### src/rtl/fft_pkg.sv
// fft_pkg: constants and types shared by the 32-point FFT front end and its
// stages.
//   FFT_POINTS       : number of points per frame
//   FFT_LOG2         : log2(FFT_POINTS), the width of a point index
//   fft_load_state_t : output-side state of the frame loader
package fft_pkg;

  localparam int FFT_POINTS = 32;
  localparam int FFT_LOG2   = 5;

  typedef enum logic [1:0] {
    IDLE  = 2'd0,
    XFER  = 2'd1,
    START = 2'd2,
    BUSY  = 2'd3
  } fft_load_state_t;

endpackage

### src/rtl/fft_input_loader.sv
// fft_input_loader: collects a stream of real samples into 32-word frames in
// natural order and hands each frame to the first FFT stage as parallel words.
// A fill bank takes the next frame while the output bank is held stable for
// the stage, so filling overlaps processing.
//
// Ports
//   clk          in   rising-edge clock
//   reset        in   synchronous, active-high reset
//   in_data      in   sample word (DATA_WIDTH, two's complement)
//   in_valid     in   in_data is valid this cycle
//   in_sof       in   start of frame, qualified by in_valid (marks sample 0)
//   in_ready     out  a sample is accepted this cycle if in_valid is high
//   stage_start  out  one-cycle start pulse to stage 1
//   stage_finish in   finish pulse from stage 1
//   frame_out    out  output bank; word k at [k*DATA_WIDTH +: DATA_WIDTH]
//   busy         out  frame handed over, finish not yet seen
//   frame_err    out  one-cycle pulse after a start-of-frame cut a frame short
module fft_input_loader
  import fft_pkg::*;
#(
  parameter int DATA_WIDTH = 8,
  parameter int INTEGER    = 4,
  parameter int FRACTION   = 4
) (
  input  logic                             clk,
  input  logic                             reset,
  input  logic [DATA_WIDTH-1:0]            in_data,
  input  logic                             in_valid,
  input  logic                             in_sof,
  output logic                             in_ready,
  output logic                             stage_start,
  input  logic                             stage_finish,
  output logic [FFT_POINTS*DATA_WIDTH-1:0] frame_out,
  output logic                             busy,
  output logic                             frame_err
);

  localparam logic [FFT_LOG2-1:0] LAST_IDX = FFT_LOG2'(FFT_POINTS - 1);

  // The Q-format parameters only travel down the stage parameter chain; this
  // consistency guard is their sole use here.
  if (INTEGER + FRACTION != DATA_WIDTH) begin : g_qformat_mismatch
    $error("fft_input_loader: INTEGER + FRACTION must equal DATA_WIDTH");
  end

  fft_load_state_t       state_reg;
  fft_load_state_t       state_next;
  logic [DATA_WIDTH-1:0] fill_mem     [FFT_POINTS];
  logic [DATA_WIDTH-1:0] out_bank_reg [FFT_POINTS];
  logic [FFT_LOG2-1:0]   wr_idx_reg;
  logic [FFT_LOG2-1:0]   wr_ptr;
  logic                  full_reg;
  logic                  frame_err_reg;
  logic                  accept;

  // ---------------------------------------------------------------- fill side
  // A complete frame parks in the fill bank and blocks input until the
  // output side has copied it.
  assign in_ready = ~full_reg & ~reset;
  assign accept   = in_valid & in_ready;

  // A start-of-frame always lands in slot 0, restarting any partial frame.
  assign wr_ptr = in_sof ? '0 : wr_idx_reg;

  always_ff @(posedge clk) begin
    if (accept) begin
      fill_mem[wr_ptr] <= in_data;
    end
  end

  always_ff @(posedge clk) begin
    if (reset) begin
      wr_idx_reg    <= '0;
      full_reg      <= 1'b0;
      frame_err_reg <= 1'b0;
    end else begin
      frame_err_reg <= accept & in_sof & (wr_idx_reg != '0);
      if (accept) begin
        // Index wraps to 0 naturally after slot 31.
        wr_idx_reg <= wr_ptr + FFT_LOG2'(1);
        if (wr_ptr == LAST_IDX) begin
          full_reg <= 1'b1;
        end
      end else if (state_reg == XFER) begin
        // No sample can be accepted while full, so this never races a write.
        full_reg <= 1'b0;
      end
    end
  end

  assign frame_err = frame_err_reg;

  // -------------------------------------------------------------- output side
  always_ff @(posedge clk) begin
    if (reset) begin
      for (int i = 0; i < FFT_POINTS; i++) begin
        out_bank_reg[i] <= '0;
      end
    end else if (state_reg == XFER) begin
      out_bank_reg <= fill_mem;
    end
  end

  always_ff @(posedge clk) begin
    if (reset) begin
      state_reg <= IDLE;
    end else begin
      state_reg <= state_next;
    end
  end

  // stage_start and busy decode the registered state, so both are glitch-free
  // and stage_start lands in the cycle right after the bank copy.
  always_comb begin
    state_next  = state_reg;
    stage_start = 1'b0;
    busy        = 1'b0;
    case (state_reg)
      IDLE: begin
        if (full_reg) begin
          state_next = XFER;
        end
      end
      XFER: begin
        state_next = START;
      end
      START: begin
        stage_start = 1'b1;
        busy        = 1'b1;
        // A stage that finishes immediately is honoured here as well.
        state_next  = stage_finish ? IDLE : BUSY;
      end
      BUSY: begin
        busy = 1'b1;
        if (stage_finish) begin
          state_next = IDLE;
        end
      end
      default: begin
        state_next = IDLE;
      end
    endcase
  end

  genvar gi;
  generate
    for (gi = 0; gi < FFT_POINTS; gi++) begin : g_pack
      assign frame_out[gi*DATA_WIDTH +: DATA_WIDTH] = out_bank_reg[gi];
    end
  endgenerate

endmodule

### config.mk
export PLATFORM = sky130hd
export DESIGN_NAME = fft_input_loader
export DESIGN_NICKNAME = d
export VERILOG_FILES = /design/src/rtl/fft_pkg.sv /design/src/rtl/fft_input_loader.sv
export SDC_FILE = /design/constraint.sdc
export NUM_CORES = 1
export LEC_CHECK = 0
export ABC_AREA = 1
export CAP_MARGIN = 20
export CORE_UTILIZATION = 50
export CTS_BUF_LIST = sky130_fd_sc_hd__clkbuf_8
export CTS_CLUSTER_SIZE = 28
export DETAILED_ROUTE_END_ITERATION = 7
export GPL_TIMING_DRIVEN = 0
export PLACE_DENSITY = 0.78
export SYNTH_ARGS = -nofsm -noshare
export SYNTH_HDL_FRONTEND = slang
export SYNTH_SLANG_ARGS = --single-unit
### constraint.sdc
create_clock -name clk -period 1.9 [get_ports clk]
set_clock_uncertainty 0.15 [all_clocks]
set_input_delay 0.285 -clock clk [delete_from_list [all_inputs] [get_ports clk]]
set_output_delay 0.285 -clock clk [all_outputs]
set_load 0.05 [all_outputs]
# Word-level counts from Yosys, hierarchy flattened
# Index checks and enable logic that the tools add are counted.
[totals] register_bits=521 wordCells=105
[classes] n_addsub=1 magnitude_cmp=2 n_eq_ne=7 mux=13 bitwise_logic=7 reduce_logical=7
[ops] op="$bwmux 256" count=1
[ops] op="$demux 8 s5" count=1
[ops] op="$mux 8" count=1
[ops] op="$pmux 2 s4" count=1
[ops] op="$ge 6x6->1 const B" count=1
[ops] op="$lt 6x1->1 const B" count=1
[ops] op="$mux 2" count=3
[ops] op="$not 5->6" count=1
[ops] op="$add 5x1->5 const B" count=1
[ops] op="$eq 5x5->1 const B" count=1
[ops] op="$mux 1" count=5
[ops] op="$mux 5" count=1
[ops] op="$reduce_bool 5->1" count=1
[ops] op="$and 1x1->1" count=4
[ops] op="$eq 2x2->1 const B" count=2
[ops] op="$ne 2x2->1 const B" count=2
[ops] op="$reduce_and 2->1" count=2
[ops] op="$eq 2x1->1 const B" count=1
[ops] op="$logic_not 2->1" count=1
[ops] op="$ne 2x1->1 const B" count=1
[ops] op="$not 1->1" count=2
[ops] op="$reduce_bool 2->1" count=1
[ops] op="$reduce_or 2->1" count=1
[ops] op="$logic_and 1x1->1" count=1

# Depth between registers and ports, before layout
# Gate-level depths: netlist of run 1.
[logic_depth] word_depth=7 mapped_depth=7

# Least setup slack after synthesis of run 1
# Ideal clock, no wire load.
[synth_path] path_type="register to register" startpoint="register full_reg" endpoint="register fill_mem[240] in the netlist's numbering (enable)" setup_time_ns=0.370 arrival_ns=1.538 setup_slack_ns=-0.158 path_stages_with_launch=6 path_buffers=0 synth_period_minus_slack_ns=2.058 path_cell_list="dfxtp_1 > nor2_4 > nand2_2 > inv_1 > nand3_1 > nor2_1"
[synth_via] elab_chain_cells=3
[synth_lines] item="start, declared" line_no="fft_input_loader.sv:52" source="logic full_reg;"
[synth_lines] item="start signal, assigned" line_no="fft_input_loader.sv:74" source="full_reg <= 1'b0;"
[synth_lines] item="start signal, assigned" line_no="fft_input_loader.sv:82" source="full_reg <= 1'b1;"
[synth_lines] item="start signal, assigned" line_no="fft_input_loader.sv:86" source="full_reg <= 1'b0;"
[synth_lines] item="$not 1->1" line_no="fft_input_loader.sv:59" source="assign in_ready = ~full_reg & ~reset;"
[synth_lines] item="$and 1x1->1" line_no="fft_input_loader.sv:59"
[synth_lines] item="via in_ready" line_no="fft_input_loader.sv:30" source="output logic in_ready,"
[synth_lines] item="$and 1x1->1" line_no="fft_input_loader.sv:60" source="assign accept = in_valid & in_ready;"
[synth_lines] item="end signal, assigned by index" line_no="fft_input_loader.sv:67" source="fill_mem[wr_ptr] <= in_data;"
[synth_lines] item="end, declared" line_no="fft_input_loader.sv:48" source="logic [DATA_WIDTH-1:0] fill_mem [FFT_POINTS];"
# The timed path passes the listed nets, and every way through them passes these cells.
# A chain may end at the register's enable or synchronous reset.

# Final worst setup path of run 1
[layout_path] startpoint="register out_bank_reg (netlist bit frame_out[5])" endpoint="output frame_out[5]"
[layout_rtl] item="start, declared" line_no="fft_input_loader.sv:49" source="logic [DATA_WIDTH-1:0] out_bank_reg [FFT_POINTS];"
[layout_rtl] item="start signal, assigned" line_no="fft_input_loader.sv:100" source="out_bank_reg <= fill_mem;"
[layout_rtl] item="end, declared" line_no="fft_input_loader.sv:33" source="output logic [FFT_POINTS*DATA_WIDTH-1:0] frame_out,"
# No word-level cell between the ends.

==> results.sh, run 1 <==
export IMPL_ios=273
export IMPL_ant_nets=0
export IMPL_gr_usage_all_layers_pct=24.28
export IMPL_cp_top_family="buffers and inverters"
export IMPL_cts_tree="done"
export IMPL_rr_endpoint="fill_mem[73]"
export IMPL_critPathMaxStageDelay_ns=0.51
export IMPL_route_vias_total=12100
export IMPL_ys_warn_count=0
export IMPL_crit_buf_inv=1
export IMPL_crit_path_cell_trace="clkdlybuf4s15_1"
export IMPL_seq_area_frac_synth_pct=75.92
export IMPL_cp_end_kind="output port"
export IMPL_worstMarginPinSlew_ns=0.9615
export IMPL_drcViolationCount=0
export IMPL_worst_path_max_delay_cell="clkdlybuf4s15_1"
export IMPL_pwr_density_cell_nw_per_um2=954.8
export IMPL_first_global_vias=11890
export IMPL_routed_wl_um=42680
export IMPL_drtIter0Drc=937
export IMPL_hold_viol=0
export IMPL_setup_ws_ns=0.04102
export IMPL_hold_class="in2reg"
export IMPL_clk_latency_ns=0.60
export IMPL_antenna_found_initial=0
export IMPL_status="complete, no violations"
export IMPL_start_kind="register"
export IMPL_core_um2=33620
export IMPL_portBuffers=272
export IMPL_die_area_um2=34970
export IMPL_die_w_um=187
export IMPL_worstSetupEndpoint="frame_out[5]"
export IMPL_pre_cts_ws_ns=-0.7998
export IMPL_cp_arrival_ns=1.42
export IMPL_postPlaceCellArea_um2=20550
export IMPL_start_util_pct=50.91
export IMPL_routedWlPerCell_um=18.07
export IMPL_root_buffer="clkbuf_8"
export IMPL_period_minus_slack_ns=1.859
export IMPL_clk_pin_slew_ns=0.06
export IMPL_dp_hpwl_um=26490
export IMPL_slew_headroom_pct=35.90
export IMPL_cp_depth=1
export IMPL_synth_area_um2=17110
export IMPL_design_area_um2=22320
export IMPL_cts_inserted_buffers=80
export IMPL_place_congestion=0.8253
export IMPL_antenna_cells=0
export IMPL_rr_worst_depth=5
export IMPL_post_route_util_pct=66.41
export IMPL_dr_pass1_iters=7
export IMPL_routed_via_density=5.125
export IMPL_syn_area_per_cell_um2=11.55
export IMPL_reg2reg_from="full_reg"
export IMPL_syn_to_final_growth_pct=30.45
export IMPL_clockBufferDepth=3
export IMPL_slew_violations=0
export IMPL_fp_dieH_um=187
export IMPL_min_period_over_period_pct=97.84
export IMPL_path_max_fanout=2
export IMPL_reg2reg_slack_ns=0.07
export IMPL_max_freq_ghz=0.5379
export IMPL_critPathLaunch="frame_out[5]"
export IMPL_grt_max_degree=33
export IMPL_ys_seq_elements=521
export IMPL_leakagePower_uw=0.008845
export IMPL_worstSetupPathType="reg2out"
export IMPL_setup_tns_ns=0
export IMPL_htree_levels=3
export IMPL_finalSetupViolations=0
export IMPL_irDropWorstVdd_mv=0.5507
export IMPL_drive_above_1_share_pct=25.14
export IMPL_ys_types=24
export IMPL_clock_sinks=521
export IMPL_hold_path_depth=1
export IMPL_synth_fp_nets=1494
export IMPL_num_rows=67
export IMPL_grt_pass1_wl_um=65360
export IMPL_grt_ovfl_total=0
export IMPL_drv_cap=0
export IMPL_required_ns=1.46
export IMPL_synthCells=1481
export IMPL_num_nets_final=1858
[cell usage after synthesis (all sizes together)]
cell type | count | area share (%)
a21oi | 8 | 0.23
a31oi | 1 | 0.037
and3 | 1 | 0.037
buf | 58 | 1.8
clkbuf | 29 | 0.76
dfxtp | 265 | 31
edfxtp | 256 | 45
inv | 15 | 0.33
nand2 | 22 | 0.50
nand3 | 9 | 0.26
nand4 | 1 | 0.037
nor2 | 554 | 12
nor3 | 3 | 0.088
o21ai | 258 | 7.5
or2 | 1 | 0.037
[power by group]
group	total (uW)	internal [uW]	switching (uW)
logic	341	75.8	265
clock network	9180	5030	4160
registers	11800	11800	5.14
[through the flow]
step | std cells | power [uW] | hold WS (ns)
finish | 2361 | 21310 | 0.2247
global route | 2361 | 22040 | 0.1935
CTS | 2357 | 21460 | 0.1875
detailed placement | 2202 | 12350 | 0.3095
global placement | 2201 | 12350 | 0.2993
floorplan | 1481 | 12150 | 0.2041
[area by class of cell]
type	count	area [um^2]
timing repair buffer	282	2718
clock buffer	100	1376
sequential	521	13000
tap	448	560.5
fill	2471	11290
clock inverter	50	260.3
multi-input combinational	858	3906
buffer	87	449.2
inverter	15	58.81
[metal layers]
layer	vias to the layer above	track usage, %	part of all wire (%)	routed length (um)
li1	5721	-	-	-
met2	445	40.33	49	20840
met3	84	5.572	6.8	2923
met4	0	10.75	3.1	1327
met5	-	0	0	0
met1	5849	30.42	41	17580
[what timing repair did]
| action | 4_1_cts | 5_1_grt |
|---|---|---|
| pin swaps | 3 | 7 |
| hold buffers | 1 | 0 |
| buffers inserted | 4 | 3 |
| hold endpoints to repair | 7 | 0 |
| endpoints found under the setup margin | 472 | 285 |
| resized for setup | 709 | 79 |
[cells by family (layout without fill, tap and decap cells)]
logic type             Yosys count  in the layout  share of synthesized area [%]
and+or+nand+nor                591            591                          13.33
AOI/OAI and AO/OA              267            267                          7.816
buffers and inverters          102            534                          2.932
DFF                            521            521                          75.92
[placed cells by master, fill, tap and decap left out, types with 5 or more instances in the layout]
master	count
clkdlybuf4s15_2	159
buf_2	59
clkinv_2	10
inv_2	5
buf_4	7
clkdlybuf4s15_1	36
o21ai_0	255
buf_12	5
dfxtp_1	263
clkdlybuf4s50_1	5
clkbuf_1	12
nor2_4	33
a21oi_1	8
clkbuf_8	100
clkinv_1	5
edfxtp_1	256
clkbuf_2	79
nand3_1	6
nand2_1	18
nor2_1	520
inv_1	40
[worst min-delay path by stage]
stage	startpoint	end	slack, ns
floorplan	reset	full_reg	0.20
global placement	fill_mem[111]	frame_out[151]	0.30
detailed placement	fill_mem[183]	frame_out[79]	0.31
CTS	in_data[5]	fill_mem[93]	0.19
global route	in_data[6]	fill_mem[86]	0.19
finish	in_data[5]	fill_mem[21]	0.22
(Power assumes the default switching activity.)
==> run 2, diff against run 1 <==
--- a/config.mk
+++ b/config.mk
@@ -7,12 +7,12 @@
 export LEC_CHECK = 0
 export ABC_AREA = 1
 export CAP_MARGIN = 20
-export CORE_UTILIZATION = 50
+export CORE_UTILIZATION = 59
 export CTS_BUF_LIST = sky130_fd_sc_hd__clkbuf_8
 export CTS_CLUSTER_SIZE = 28
 export DETAILED_ROUTE_END_ITERATION = 7
 export GPL_TIMING_DRIVEN = 0
-export PLACE_DENSITY = 0.78
+export PLACE_DENSITY = 0.87
 export SYNTH_ARGS = -nofsm -noshare
 export SYNTH_HDL_FRONTEND = slang
 export SYNTH_SLANG_ARGS = --single-unit
==> constraint.sdc (replaced) <==
create_clock -name clk -period 2.25 [get_ports clk]
set_clock_uncertainty 0.15 [all_clocks]
set_input_delay 0.3375 -clock clk [delete_from_list [all_inputs] [get_ports clk]]
set_output_delay 0.3375 -clock clk [all_outputs]
set_load 0.05 [all_outputs]
==> run 2 against run 1 <==
Core utilization grew 11 points; hold slack better by 0.052 ns; combinational power down 22%; die area down 15%; critical path depth grew 4; clock power shrank 18%; final cell count down 3.6%; via count is 2.5% higher; critical path type is now reg2reg; highest routed layer unchanged.
==> results.sh, run 2 (synthesized netlist as in run 1, its figures left out) <==
export IMPL_status="complete, no violations"
export IMPL_required_ns=2.33
export IMPL_rsz0062_at_grt="true"
export IMPL_worst_path_max_delay_cell="nor2_2"
export IMPL_pwr_density_cell_nw_per_um2=811.5
export IMPL_clk_latency_ns=0.59
export IMPL_switching_share_pct=21.25
export IMPL_num_nets_final=1846
export IMPL_root_buffer="clkbuf_8"
export IMPL_portBuffers=272
export IMPL_num_rows=61
export IMPL_period_minus_slack_ns=2.230
export IMPL_htree_levels=3
export IMPL_worstMarginPinSlew_ns=0.9552
export IMPL_routed_wl_um=43650
export IMPL_min_period_over_period_pct=99.09
export IMPL_dr_pass1_iters=5
export IMPL_gr_usage_all_layers_pct=29.60
export IMPL_hold_ws_ns=0.2763
export IMPL_start_kind="register"
export IMPL_drv_cap=0
export IMPL_core_um2=28160
export IMPL_die_w_um=172.3
export IMPL_fp_dieH_um=172.3
export IMPL_hold_viol=0
export IMPL_clockBufferDepth=3
export IMPL_cp_top_family="simple AND/OR/NAND/NOR gates"
export IMPL_critPathMaxStageDelay_ns=0.54
export IMPL_max_freq_ghz=0.4485
export IMPL_irDropWorstVdd_mv=0.6390
export IMPL_die_area_um2=29690
export IMPL_crit_buf_inv=1
export IMPL_slew_violations=0
export IMPL_cts_hold_buf=0
export IMPL_drtIter0Drc=1031
export IMPL_syn_to_final_growth_pct=27.97
export IMPL_routed_via_density=5.444
export IMPL_cp_end_kind="register"
export IMPL_crit_path_cell_trace="nor2_4 -> nand2_2 -> inv_1 -> nand3_2 -> nor2_2"
export IMPL_clk_pin_slew_ns=0.07
export IMPL_first_global_vias=12060
export IMPL_finalSetupViolations=0
export IMPL_cp_arrival_ns=2.31
export IMPL_p_clk_share_pct=42.5
export IMPL_clock_sinks=521
export IMPL_grt_pass1_wl_um=65660
export IMPL_ios=273
export IMPL_route_vias_total=12400
export IMPL_combPwrFrac_pct=1.5
export IMPL_drcViolationCount=0
export IMPL_grt_max_degree=33
export IMPL_path_max_fanout=8
export IMPL_netSwitchingPower_uw=3775
export IMPL_cts_setup_buffers=0
export IMPL_antenna_found_initial=1
export IMPL_ant_nets=0
export IMPL_internal_power_uw=14000
export IMPL_worstSetupPathType="reg2reg"
export IMPL_dp_hpwl_um=26740
export IMPL_place_congestion=0.8417
export IMPL_cts_inserted_buffers=77
export IMPL_hold_class="in2reg"
export IMPL_final_common_cell="nor2_1"
export IMPL_grt_ovfl_total=0
export IMPL_routedWlPerCell_um=19.17
export IMPL_leakagePower_uw=0.01067
export IMPL_cts_tree="done"
export IMPL_start_util_pct=60.76
export IMPL_drive_above_1_share_pct=12.07
export IMPL_setup_tns_ns=0
export IMPL_slew_headroom_pct=36.32
export IMPL_final_cell_mix="526 x nor2_1, 265 x dfxtp_1, 256 x edfxtp_1"
export IMPL_pwr_share_seq_pct=56.0
run 2: cell count changes in the layout (fill, tap and decap cells not counted), sizes merged:
cell | before | now
clkdlybuf4s15 | 195 | 1
dlygate4sd2 | 0 | 170
dlymetal6s2s | 0 | 71
clkbuf | 191 | 122
clkdlybuf4s50 | 5 | 22
buf | 77 | 66
clkinv | 15 | 26
inv | 46 | 39
clkinvlp | 2 | 0
diode | 0 | 1
dlygate4sd3 | 1 | 0
run 2: timing repair:
action                                  CTS  global route
gates resized for setup                 194            77
endpoints found under the setup margin  300           167
pin swaps                                 0             0
run 2: worst register-to-register path: stages (launching register included):
cell,delay (ns)
dfxtp_1,0.35
nor2_4,0.16
nand2_2,0.12
inv_1,0.15
nand3_2,0.41
nor2_2,0.54
run 2: metrics by stage:
stage	worst slack, ns	area, um^2	std cells	power [uW]	util (%)
2_1_floorplan	0.1918	17110	1481	10250	-
6_report	0.02038	21900	2277	17770	77.76
3_5_place_dp	-0.8986	20270	2131	10410	71.98
4_1_cts	0.0002399	21690	2275	17830	77.00
5_1_grt	-0.07228	21900	2276	18250	77.75
3_3_place_gp	-0.7710	20310	2131	10410	72.11
run 2: power groups by stage:
stage	sequential (uW)	combinational, uW	clock, uW
6_report	9950	265	7550
5_1_grt	9950	278	8030
4_1_cts	9960	254	7620
3_5_place_dp	10200	249	0
3_3_place_gp	10200	246	0
2_1_floorplan	10200	86.1	0
run 2: layout make-up:
type / count / area (um^2)
antenna: 1 / 2.502
fill: 1697 / 6265
timing repair buffer: 273 / 2673
sequential: 521 / 12990
tap: 378 / 473.0
multi-input combinational: 858 / 3691
inverter: 15 / 56.30
buffer: 87 / 445.4
clock inverter: 52 / 299.0
clock buffer: 92 / 1266
run 2: worst paths after layout:
| check | slack [ns] | from | cells past startpoint | end |
|---|---|---|---|---|
| setup reg to reg | 0.02 | full_reg | 5 | fill_mem[87] |
| hold / removal | 0.28 | in_data[3] | 1 | fill_mem[35] |
| setup / recovery | 0.02 | full_reg | 5 | fill_mem[87] |
| hold reg to reg | 0.29 | fill_mem[55] | 2 | frame_out[207] |
run 2: layer usage:
| layer | share of wire (%) | up-vias | global-route usage (%) |
|---|---|---|---|
| met5 | 0 | - | 0 |
| met3 | 8.7 | 91 | 6.546 |
| met4 | 2.8 | 0 | 12.89 |
| li1 | - | 5703 | - |
| met2 | 49 | 640 | 48.77 |
| met1 | 40 | 5963 | 37.79 |
==> run 3, diff against run 2 <==
--- a/config.mk
+++ b/config.mk
@@ -13,6 +13,7 @@
 export DETAILED_ROUTE_END_ITERATION = 7
 export GPL_TIMING_DRIVEN = 0
 export PLACE_DENSITY = 0.87
+export RECOVER_POWER = 25
 export SYNTH_ARGS = -nofsm -noshare
 export SYNTH_HDL_FRONTEND = slang
 export SYNTH_SLANG_ARGS = --single-unit
==> run 3 against run 2 <==
The flow now finishes with violations (max-capacitance violations, max-slew violations, negative setup slack); combinational power shrank 3%; core utilization shrank 0.11 points; global-route usage unchanged; setup slack got worse by 0.042 ns; via count rose by 0.35%; final cell count is the same; final area is 0.14% lower; first-iteration DRC count increased by 1.8%; highest routed layer unchanged.
==> results.sh, run 3 (synthesized netlist as in run 1, its figures left out) <==
export IMPL_syn_to_final_growth_pct=27.79
export IMPL_grt_pass1_wl_um=65660
export IMPL_portBuffers=272
export IMPL_dr_wl_met3_um=4043
export IMPL_routed_wl_um=43610
export IMPL_clk_latency_ns=0.59
export IMPL_routedWlPerCell_um=19.15
export IMPL_start_util_pct=60.76
export IMPL_rsz0062_at_grt="true"
export IMPL_ant_nets=0
export IMPL_path_max_fanout=8
export IMPL_routed_via_density=5.463
export IMPL_worstMarginPinSlew_ns=2.325
export IMPL_critPathLaunch="full_reg"
export IMPL_finalSetupViolations=8
export IMPL_grt_max_degree=33
export IMPL_hold_ws_ns=0.2957
export IMPL_place_congestion=0.8417
export IMPL_hold_class="reg2reg"
export IMPL_routed_top_layer="met4"
export IMPL_drive_above_1_share_pct=11.64
export IMPL_gr_usage_all_layers_pct=29.60
export IMPL_clock_sinks=521
export IMPL_status="finished with violations"
export IMPL_cts_tree="done"
export IMPL_route_vias_total=12440
export IMPL_antenna_found_initial=1
export IMPL_core_um2=28160
export IMPL_wl_met2_um=21240
export IMPL_setup_ws_ns=-0.02142
export IMPL_drcViolationCount=0
export IMPL_drtIter0Drc=1050
export IMPL_fp_dieH_um=172.3
export IMPL_m1WireLength_um=17060
export IMPL_start_kind="register"
export IMPL_dr_pass1_iters=5
export IMPL_root_buffer="clkbuf_8"
export IMPL_hold_viol=0
export IMPL_first_global_vias=12060
export IMPL_cts_inserted_buffers=77
export IMPL_num_rows=61
export IMPL_reg2reg_from="full_reg"
export IMPL_pwr_density_cell_nw_per_um2=812.4
export IMPL_htree_levels=3
export IMPL_cts_setup_buffers=0
export IMPL_ios=273
export IMPL_period_minus_slack_ns=2.271
export IMPL_rr_worst_depth=5
export IMPL_fin_cells=2277
export IMPL_die_w_um=172.3
export IMPL_irDropWorstVdd_mv=0.6337
export IMPL_cp_end_kind="register"
export IMPL_worstSetupEndpoint="fill_mem[87]"
export IMPL_grt_ovfl_total=0
export IMPL_reg2reg_slack_ns=-0.02
export IMPL_num_nets_final=1846
export IMPL_setup_tns_ns=-0.1392
export IMPL_cp_arrival_ns=2.35
export IMPL_place_inst=2131
export IMPL_slew_violations=231
export IMPL_final_cell_mix="526 x nor2_1, 265 x dfxtp_1, 256 x edfxtp_1"
export IMPL_required_ns=2.33
export IMPL_violations="max-capacitance violations, max-slew violations, negative setup slack"
export IMPL_clockBufferDepth=3
export IMPL_drv_cap=7
export IMPL_fill_cells=1701
export IMPL_dp_hpwl_um=26740
export IMPL_min_period_over_period_pct=101.0
export IMPL_worstSetupPathType="reg2reg"
export IMPL_max_freq_ghz=0.4403
export IMPL_slew_headroom_pct=-54.99
export IMPL_die_area_um2=29690
export IMPL_clk_pin_slew_ns=0.07
export IMPL_leakagePower_uw=0.01064
export IMPL_final_common_cell="nor2_1"
export IMPL_rr_endpoint="fill_mem[87]"
[run 3: cell count changes in the layout (fill, tap and decap cells not counted)]
cell	before	now
clkbuf_16	1	0
buf_2	59	52
clkbuf_1	12	20
clkdlybuf4s50_1	22	21
dlygate4sd3_1	0	1
[run 3: cell type report]
class | instances | area [um^2] | area share [%]
antenna | 1 | 2.502 | 0.01144
buffer | 87 | 445.4 | 2.037
clock buffer | 92 | 1266 | 5.790
clock inverter | 52 | 299.0 | 1.367
inverter | 15 | 56.30 | 0.2575
multi-input combinational | 858 | 3691 | 16.88
sequential | 521 | 12990 | 59.41
tap | 378 | 473.0 | 2.163
timing repair buffer | 273 | 2643 | 12.08
[run 3: per-stage QoR]
| step | total power (uW) | util [%] | worst slack [ns] | instance area, um^2 |
|---|---|---|---|---|
| after floorplan | 10250 | - | 0.1918 | 17110 |
| after global placement | 10410 | 72.11 | -0.7710 | 20310 |
| after detailed placement | 10410 | 71.98 | -0.8986 | 20270 |
| after CTS | 17830 | 77.00 | 0.0002399 | 21690 |
| after global routing | 18250 | 77.64 | -0.07228 | 21870 |
| final | 17770 | 77.65 | -0.02142 | 21870 |
[run 3: power by group]
| group | total, uW | internal, uW | switching (uW) |
|---|---|---|---|
| clock | 7550 | 4000 | 3550 |
| sequential | 9960 | 9960 | 4.37 |
| combinational | 257 | 43.5 | 213 |
| total | 17800 | 14000 | 3770 |
[run 3: repair_timing]
item,4_1_cts,5_1_grt
gates resized for setup,194,77
endpoints found under the hold margin,0,0
setup endpoints to repair,300,167
hold buffers,0,0
[run 3: worst min-delay path by stage]
stage / startpoint / end / slack [ns] / cells past startpoint
6_report: fill_mem[55] / frame_out[207] / 0.30 / 2
2_1_floorplan: reset / full_reg / 0.26 / 1
5_1_grt: fill_mem[55] / frame_out[207] / 0.32 / 2
4_1_cts: in_data[6] / fill_mem[62] / 0.24 / 1
3_3_place_gp: fill_mem[159] / frame_out[103] / 0.30 / 2
3_5_place_dp: fill_mem[191] / frame_out[71] / 0.31 / 2
[run 3: worst max-delay path, stage by stage, from the launching register on]
cell and delay (ns):
dfxtp_1 0.35, nor2_4 0.17, nand2_2 0.12, inv_1 0.15, nand3_2 0.42, nor2_2 0.56
[run 3: per-layer routing]
metal / vias up / track usage (%)
met1: 5944 / 37.79
li1: 5695 / -
met3: 98 / 6.546
met4: 0 / 12.89
met2: 703 / 48.77
met5: - / 0
